### src/rtl/xbar_demux_n.sv
// xbar_demux_n: 1-to-N TL-UL demultiplexer.
//
// One host port fans out to N device ports. Each request is routed by
// address, and the D-channel response comes back from the device that
// received the most recent accepted request. Both channels are purely
// combinational pass-throughs, so no latency is added.
//
// Several requests may be in flight, but all of them must go to the same
// device. A request to a different device waits until every earlier
// response has returned. This keeps responses in order without any
// reorder buffering.
//
// Optional feature macro: XBAR_DEMUX_ERR_RESP_EN
//   defined   : addresses that match no device go to an internal error
//               target. It answers with d_error=1 and data 0xFFFF_FFFF.
//   undefined : addresses that match no device go to device N-1.
//
// Ports:
//   clk_i   in   clock; all state updates on the rising edge
//   rst_i   in   synchronous active-high reset
//   tl_h_i  in   host request (A channel + d_ready)
//   tl_h_o  out  host response (D channel + a_ready)
//   tl_d_o  out  per-device requests; the A payload is broadcast to all
//   tl_d_i  in   per-device responses

package tlul_pkg;

  localparam logic [2:0] PutFullData    = 3'h0;
  localparam logic [2:0] PutPartialData = 3'h1;
  localparam logic [2:0] Get            = 3'h4;

  localparam logic [2:0] AccessAck      = 3'h0;
  localparam logic [2:0] AccessAckData  = 3'h1;

  typedef struct packed {
    logic        a_valid;
    logic [2:0]  a_opcode;
    logic [2:0]  a_param;
    logic [1:0]  a_size;
    logic [7:0]  a_source;
    logic [31:0] a_address;
    logic [3:0]  a_mask;
    logic [31:0] a_data;
    logic        d_ready;
  } tl_h2d_t;

  typedef struct packed {
    logic        d_valid;
    logic [2:0]  d_opcode;
    logic [2:0]  d_param;
    logic [1:0]  d_size;
    logic [7:0]  d_source;
    logic        d_sink;
    logic [31:0] d_data;
    logic        d_error;
    logic        a_ready;
  } tl_d2h_t;

endpackage

module xbar_demux_n #(
  parameter int                N              = 3,
  parameter int                MaxOutstanding = 2,
  parameter logic [N-1:0][31:0] AddrBase      = {32'h4001_0000, 32'h4000_0000, 32'h0000_0000},
  parameter logic [N-1:0][31:0] AddrMask      = {32'h0000_0FFF, 32'h0000_0FFF, 32'h0000_FFFF}
) (
  input  logic                       clk_i,
  input  logic                       rst_i,
  input  tlul_pkg::tl_h2d_t          tl_h_i,
  output tlul_pkg::tl_d2h_t          tl_h_o,
  output tlul_pkg::tl_h2d_t [N-1:0]  tl_d_o,
  input  tlul_pkg::tl_d2h_t [N-1:0]  tl_d_i
);

  // Index N is reserved for the error target, so the select is sized for N+1.
  localparam int SelW = $clog2(N + 1);
  localparam int CntW = $clog2(MaxOutstanding + 1);
  localparam logic [CntW-1:0] CntMax = CntW'(MaxOutstanding);

`ifdef XBAR_DEMUX_ERR_RESP_EN
  localparam logic [SelW-1:0] ErrIdx  = SelW'(N);
  localparam logic [SelW-1:0] DfltIdx = ErrIdx;
`else
  localparam logic [SelW-1:0] DfltIdx = SelW'(N - 1);
`endif

  logic [CntW-1:0]   r_count;
  logic [SelW-1:0]   r_pend_sel;

  logic [SelW-1:0]   w_sel;
  logic              w_busy;
  logic              w_stall;
  logic              w_tgt_a_ready;
  logic              w_a_ready;
  logic              w_a_fire;
  logic              w_d_fire;
  tlul_pkg::tl_d2h_t w_rsp;

`ifdef XBAR_DEMUX_ERR_RESP_EN
  // state    | meaning
  // ERR_IDLE | ready to accept an unmapped request
  // ERR_RESP | holding the error response until the host takes it
  typedef enum logic {ERR_IDLE, ERR_RESP} err_state_e;

  err_state_e        r_err_state;
  err_state_e        w_err_state_nxt;
  logic [2:0]        r_err_op;
  logic [7:0]        r_err_src;
  logic [1:0]        r_err_size;
  logic              w_err_a_valid;
  logic              w_err_a_ready;
  logic              w_err_d_ready;
  tlul_pkg::tl_d2h_t w_err_rsp;
`endif

  // Scan from the highest index down, so the lowest matching index is
  // the one that remains.
  always_comb begin
    w_sel = DfltIdx;
    for (int i = N - 1; i >= 0; i--) begin
      if ((tl_h_i.a_address & ~AddrMask[i]) == AddrBase[i]) begin
        w_sel = SelW'(i);
      end
    end
  end

  assign w_busy  = (r_count != '0);
  assign w_stall = (r_count == CntMax) || (w_busy && (w_sel != r_pend_sel));

  always_comb begin
    w_tgt_a_ready = 1'b0;
    for (int i = 0; i < N; i++) begin
      if (w_sel == SelW'(i)) begin
        w_tgt_a_ready = tl_d_i[i].a_ready;
      end
    end
`ifdef XBAR_DEMUX_ERR_RESP_EN
    if (w_sel == ErrIdx) begin
      w_tgt_a_ready = w_err_a_ready;
    end
`endif
  end

  assign w_a_ready = !rst_i && !w_stall && w_tgt_a_ready;
  assign w_a_fire  = tl_h_i.a_valid && w_a_ready;

  // When nothing is outstanding, a response from any device is treated as
  // spurious. It is not forwarded and not acknowledged, so the counter
  // cannot underflow.
  always_comb begin
    w_rsp = '0;
    for (int i = 0; i < N; i++) begin
      if (r_pend_sel == SelW'(i)) begin
        w_rsp = tl_d_i[i];
      end
    end
`ifdef XBAR_DEMUX_ERR_RESP_EN
    if (r_pend_sel == ErrIdx) begin
      w_rsp = w_err_rsp;
    end
`endif
    if (rst_i || !w_busy) begin
      w_rsp.d_valid = 1'b0;
    end
  end

  assign w_d_fire = w_rsp.d_valid && tl_h_i.d_ready;

  always_comb begin
    tl_h_o         = w_rsp;
    tl_h_o.a_ready = w_a_ready;
  end

  always_comb begin
    for (int i = 0; i < N; i++) begin
      tl_d_o[i]         = tl_h_i;
      tl_d_o[i].a_valid = !rst_i && !w_stall && tl_h_i.a_valid && (w_sel == SelW'(i));
      tl_d_o[i].d_ready = !rst_i && w_busy && tl_h_i.d_ready && (r_pend_sel == SelW'(i));
    end
  end

  // The count is saturated at both ends as a guard. The stall rule
  // already keeps legal traffic inside these bounds.
  always_ff @(posedge clk_i) begin
    if (rst_i) begin
      r_count    <= '0;
      r_pend_sel <= '0;
    end else begin
      if (w_a_fire) begin
        r_pend_sel <= w_sel;
      end
      if (w_a_fire && !w_d_fire && (r_count != CntMax)) begin
        r_count <= r_count + CntW'(1);
      end else if (w_d_fire && !w_a_fire && (r_count != '0)) begin
        r_count <= r_count - CntW'(1);
      end
    end
  end

`ifdef XBAR_DEMUX_ERR_RESP_EN
  assign w_err_a_valid = !rst_i && !w_stall && tl_h_i.a_valid && (w_sel == ErrIdx);
  assign w_err_d_ready = !rst_i && w_busy && tl_h_i.d_ready && (r_pend_sel == ErrIdx);

  always_ff @(posedge clk_i) begin
    if (rst_i) begin
      r_err_state <= ERR_IDLE;
      r_err_op    <= '0;
      r_err_src   <= '0;
      r_err_size  <= '0;
    end else begin
      r_err_state <= w_err_state_nxt;
      if (w_err_a_valid && w_err_a_ready) begin
        r_err_op   <= tl_h_i.a_opcode;
        r_err_src  <= tl_h_i.a_source;
        r_err_size <= tl_h_i.a_size;
      end
    end
  end

  always_comb begin
    w_err_state_nxt = r_err_state;
    case (r_err_state)
      ERR_IDLE: if (w_err_a_valid) w_err_state_nxt = ERR_RESP;
      ERR_RESP: if (w_err_d_ready) w_err_state_nxt = ERR_IDLE;
      default:  w_err_state_nxt = ERR_IDLE;
    endcase
  end

  always_comb begin
    w_err_a_ready = (r_err_state == ERR_IDLE);
    w_err_rsp     = '0;
    if (r_err_state == ERR_RESP) begin
      w_err_rsp.d_valid  = 1'b1;
      w_err_rsp.d_error  = 1'b1;
      w_err_rsp.d_source = r_err_src;
      w_err_rsp.d_size   = r_err_size;
      w_err_rsp.d_opcode = (r_err_op == tlul_pkg::Get) ? tlul_pkg::AccessAckData
                                                       : tlul_pkg::AccessAck;
      w_err_rsp.d_data   = 32'hFFFF_FFFF;
    end
  end
`endif

endmodule

### config.mk
export PLATFORM = sky130hd
export DESIGN_NAME = xbar_demux_n
export DESIGN_NICKNAME = d
export VERILOG_FILES = /design/src/rtl/xbar_demux_n.sv
export SDC_FILE = /design/constraint.sdc
export NUM_CORES = 1
export LEC_CHECK = 0
export CORE_AREA = 4 4 216 218
export DETAILED_ROUTE_END_ITERATION = 8
export DIE_AREA = 0 0 220 222
export MAX_ROUTING_LAYER = met4
export SETUP_SLACK_MARGIN = 0.02
export SLEW_MARGIN = 20
export SYNTH_ARGS = -nofsm -noshare
export SYNTH_HDL_FRONTEND = slang
export SYNTH_SLANG_ARGS = --single-unit
### constraint.sdc
create_clock -name clk_i -period 3.9 [get_ports clk_i]
set_input_delay 0.78 -clock clk_i [delete_from_list [all_inputs] [get_ports clk_i]]
set_output_delay 0.78 -clock clk_i [all_outputs]
set_load 0.1 [all_outputs]
=== Word level (Yosys, flattened, before mapping) ===
Index checks and enable logic that the tools add are counted.

* Flip-flop bits (word level): 4
* Input port bits: 244
* Output and inout port bits: 310
* Word-level logic and storage cells: 53

* Add/sub/neg operators: 2
* Equality and inequality tests: 8
* Multiplexer cells: 11
* Reduce and logical (&&, ||, !) cells: 30

{| class="wikitable"
|+ Operators by type and width
! operator !! count
|-
| 52-bit 2-to-1 mux || 3
|-
| 32-bit logical NOT || 1
|-
| 20-bit by 19-bit equality test with 1-bit output, second input constant || 1
|-
| 1-bit logical AND || 18
|-
| 2-bit 2-to-1 mux || 4
|-
| 2-bit equality test, second input constant || 3
|-
| 1-bit logical NOT || 5
|-
| 2-bit by 1-bit equality test with 1-bit output, second input constant || 2
|-
| 2-bit logical NOT || 2
|-
| 1-bit 2-to-1 mux || 4
|-
| 2-bit nonzero test || 2
|-
| 2-bit by 1-bit adder with 2-bit output, second input constant || 1
|-
| 1-bit logical OR || 2
|-
| 2-bit != test || 1
|-
| 2-bit != test, second input constant || 1
|-
| 2-bit by 1-bit subtractor with 2-bit output, second input constant || 1
|}

=== Longest topological paths before layout ===
* Depth after elaboration: 15
* Mapped depth: 7
* Mapped depth without buffers: 6

=== Least setup slack after synthesis ===
OpenSTA, ideal clock, no wires.

* Path type: input port to output port
* Start: input port tl_h_i[67] in the netlist's numbering
* End: output port tl_d_o[171] in the netlist's numbering
* Arrival: 4.630 ns
* Data required time: 3.120 ns
* Slack: -1.510 ns
* Stages: 5
* Path buffers: 1
* Cell sequence: clkbuf_1 or3_1 o311ai_1 a211oi_2 nor4_1

{| class="wikitable"
|+ RTL lines
! what !! RTL line !! text
|-
| start, declared || 69 || <nowiki>input tlul_pkg::tl_h2d_t tl_h_i,</nowiki>
|-
| end, declared || 71 || <nowiki>output tlul_pkg::tl_h2d_t [N-1:0] tl_d_o,</nowiki>
|}

==> flow_metrics.env <==
export IMPL_status="finished clean"
export IMPL_syn_inst=487
export IMPL_fin_skew_ns=0.000883
export IMPL_end_kind="output port"
export IMPL_yosysUniqueCellTypes=36
export IMPL_vias=3172
export IMPL_area_growth_pct=72.9
export IMPL_powerDensity_nw_per_um2=254
export IMPL_synth_ff_type="dfxtp_1"
export IMPL_synth_edf_count=0
export IMPL_route_detailed_drc=0
export IMPL_num_rows=78
export IMPL_syn_avg_cell_area_sq_um=6.96
export IMPL_final_max_slew_violation_count=0
export IMPL_drv_cap=0
export IMPL_postCtsHoldBufs=0
export IMPL_grt_ovfl_total=0
export IMPL_path_max_fanout=4
export IMPL_hpwl_um=13700
export IMPL_setup_violations=0
export IMPL_ir_drop_mv=0.139
export IMPL_fmaxAchievable_mhz=262
export IMPL_clock_latency_ns=0.23
export IMPL_drt_iter0_drc=109
export IMPL_fin_ws_ns=0.0780
export IMPL_clock_sinks=4
export IMPL_grt_pass1_vias=3351
export IMPL_gp_congestion=0.707
export IMPL_die_area_sq_um=48800
export IMPL_fin_crit_sh_pct=98.0
export IMPL_ctsHtreeMaxLevel=1
export IMPL_hold_class="flip-flop to flip-flop"
export IMPL_hold_viol_final=0
export IMPL_r2r_slack_ns=1.61
export IMPL_syn_nets=731
export IMPL_initial_core_util_pct=7.55
export IMPL_port_buffers=297
export IMPL_grt_first_pass_wirelength_um=21300
export IMPL_root_buffer="clkbuf_16"
export IMPL_maxSlewHeadroom_pct=51.2
export IMPL_yosysWarnings=0
export IMPL_layout_drive_gt1_share_pct=29.7
export IMPL_yosysSeqAreaShare_pct=2.36
export IMPL_io_pins=554
export IMPL_ff2ff_path_depth=7
export IMPL_antenna_found_initial=1
export IMPL_place_inst=1127
export IMPL_startpoint_type="input port"
export IMPL_synth_cell_area_sq_um=3390
export IMPL_grt_max_degree=56
export IMPL_dp_slack_ns=0.00398
export IMPL_cts_max_path_buffers=2
export IMPL_core_sq_um=44900
export IMPL_die_y_um=222
export IMPL_power_leakage_nw=1.98
export IMPL_rsz0062_at_grt="false"
export IMPL_track_usage_pct=5.94
export IMPL_cts_made_buffers=3
export IMPL_cts_tree="built"
export IMPL_viasPerCell=2.80
export IMPL_path_clk_slew_ns=0.03
export IMPL_final_nets=777
export IMPL_cp_required_ns=3.12
export IMPL_ant_nets=0
export IMPL_hold_path_depth=2
export IMPL_dpl_cell_area_sq_um=5730
export IMPL_critical_path_class="input port to output port"
export IMPL_synth_async_sr_flop_share_pct=0
export IMPL_nFillCells=5127
export IMPL_first_pass_iters=4
export IMPL_worst_pin_slew_ns=0.731
export IMPL_stdcell_area_sq_um=5860
export IMPL_wl_per_cell_um=13.9
export IMPL_ys_ff_latch=4
export IMPL_routed_wl_um=15800
export IMPL_layoutNonFillerInstCount=1133
export IMPL_worstPathArrival_ns=3.04
export IMPL_die_x_um=220
export IMPL_fin_crit_ns=3.82
## worst max-delay path, stage by stage
cell and delay, ns:
clkdlybuf4s50_1 0.44, nor4_1 0.41, nand2_1 0.17, buf_4 0.19, o311ai_4 0.32, a211oi_4 0.09
nor4_2 0.40, buf_12 0.23
## worst paths after layout
kind	from	endpoint
setup reg to reg	r_pend_sel[1]$_SDFFE_PP0P_	r_pend_sel[0]$_SDFFE_PP0P_
hold reg to reg	r_count[1]$_SDFFE_PP0P_	r_count[1]$_SDFFE_PP0P_
hold / removal	r_count[1]$_SDFFE_PP0P_	r_count[1]$_SDFFE_PP0P_
setup / recovery	tl_h_i[62]	tl_d_o[171]
## through the flow
step                util, %  hold WS, ns  power [mW]  TNS, ns
floorplan                 -        0.488        1.76   -0.684
global placement       12.8        0.503        1.32        0
detailed placement     12.8        0.515        1.33        0
CTS                    13.0        0.520        1.50        0
global route           13.1        0.560        1.53        0
finish                 13.1        0.524        1.49        0
## flip-flops by register name (all words and copies together) (netlist names)
signal      flops
r_count         2
r_pend_sel      2
## cells in the mapped netlist, types with 3 or more instances
cell type | number | area (sq um)
buf_1 | 6 | 22.5
mux2i_1 | 51 | 510
nor4_1 | 5 | 31.3
nor3_1 | 5 | 25.0
o21ai_0 | 52 | 260
nor2b_1 | 3 | 18.8
clkbuf_1 | 13 | 48.8
nand2_1 | 56 | 210
nand3_1 | 6 | 30.0
nor2_1 | 3 | 11.3
a21oi_1 | 4 | 20.0
buf_4 | 253 | 1900
dfxtp_1 | 4 | 80.1
## placed cells by master, fill, tap and decap left out, drive strengths merged, types with 4 or more instances in the layout
| master | n |
|---|---|
| clkdlybuf4s50 | 179 |
| nor4 | 7 |
| nor3 | 5 |
| nand3 | 6 |
| a21oi | 4 |
| clkbuf | 4 |
| buf | 135 |
| mux2i | 51 |
| dfxtp | 4 |
| o21ai | 53 |
| nand2 | 56 |
## cell type report
type	instances	area (sq um)	share of cell area, %
multi-input cells	209	1410	24.1
well taps	600	751	12.8
inverters	1	3.75	0.0640
repair buffers	314	3530	60.2
flip-flops and latches	4	85.1	1.45
clock buffers	4	78.8	1.34
diodes	1	2.50	0.0427
## kinds of logic after synthesis
logic type                count (synthesis)  share of synthesized area (%)
AOI/OAI and AO/OA                        67                           11.3
xor gates and xnor gates                  1                          0.258
buffers and inverters                   274                           58.4
DFF                                       4                           2.36
muxes                                    51                           15.1
and+or+nand+nor                          90                           12.7
## metal layers
layer | track usage, % | up-vias | routed length (um)
li1 | - | 1452 | -
met4 | 3.63 | 0 | 1030
met1 | 5.85 | 1357 | 5360
met5 | - | - | 0
met3 | 2.18 | 91 | 1870
met2 | 9.93 | 272 | 7510
## power breakdown
part           internal (mW)  total (mW)  switching, mW
logic                  0.443        1.28          0.832
clock network          0.135       0.169         0.0339
registers             0.0429      0.0466        0.00363
## what timing repair did
action                                  CTS  global route
gates resized for setup                   1             5
pin swaps                                 0             1
setup buffers                             0             1
endpoints found under the setup margin    1             4
No activity file was read; power rests on OpenSTA's default activity.
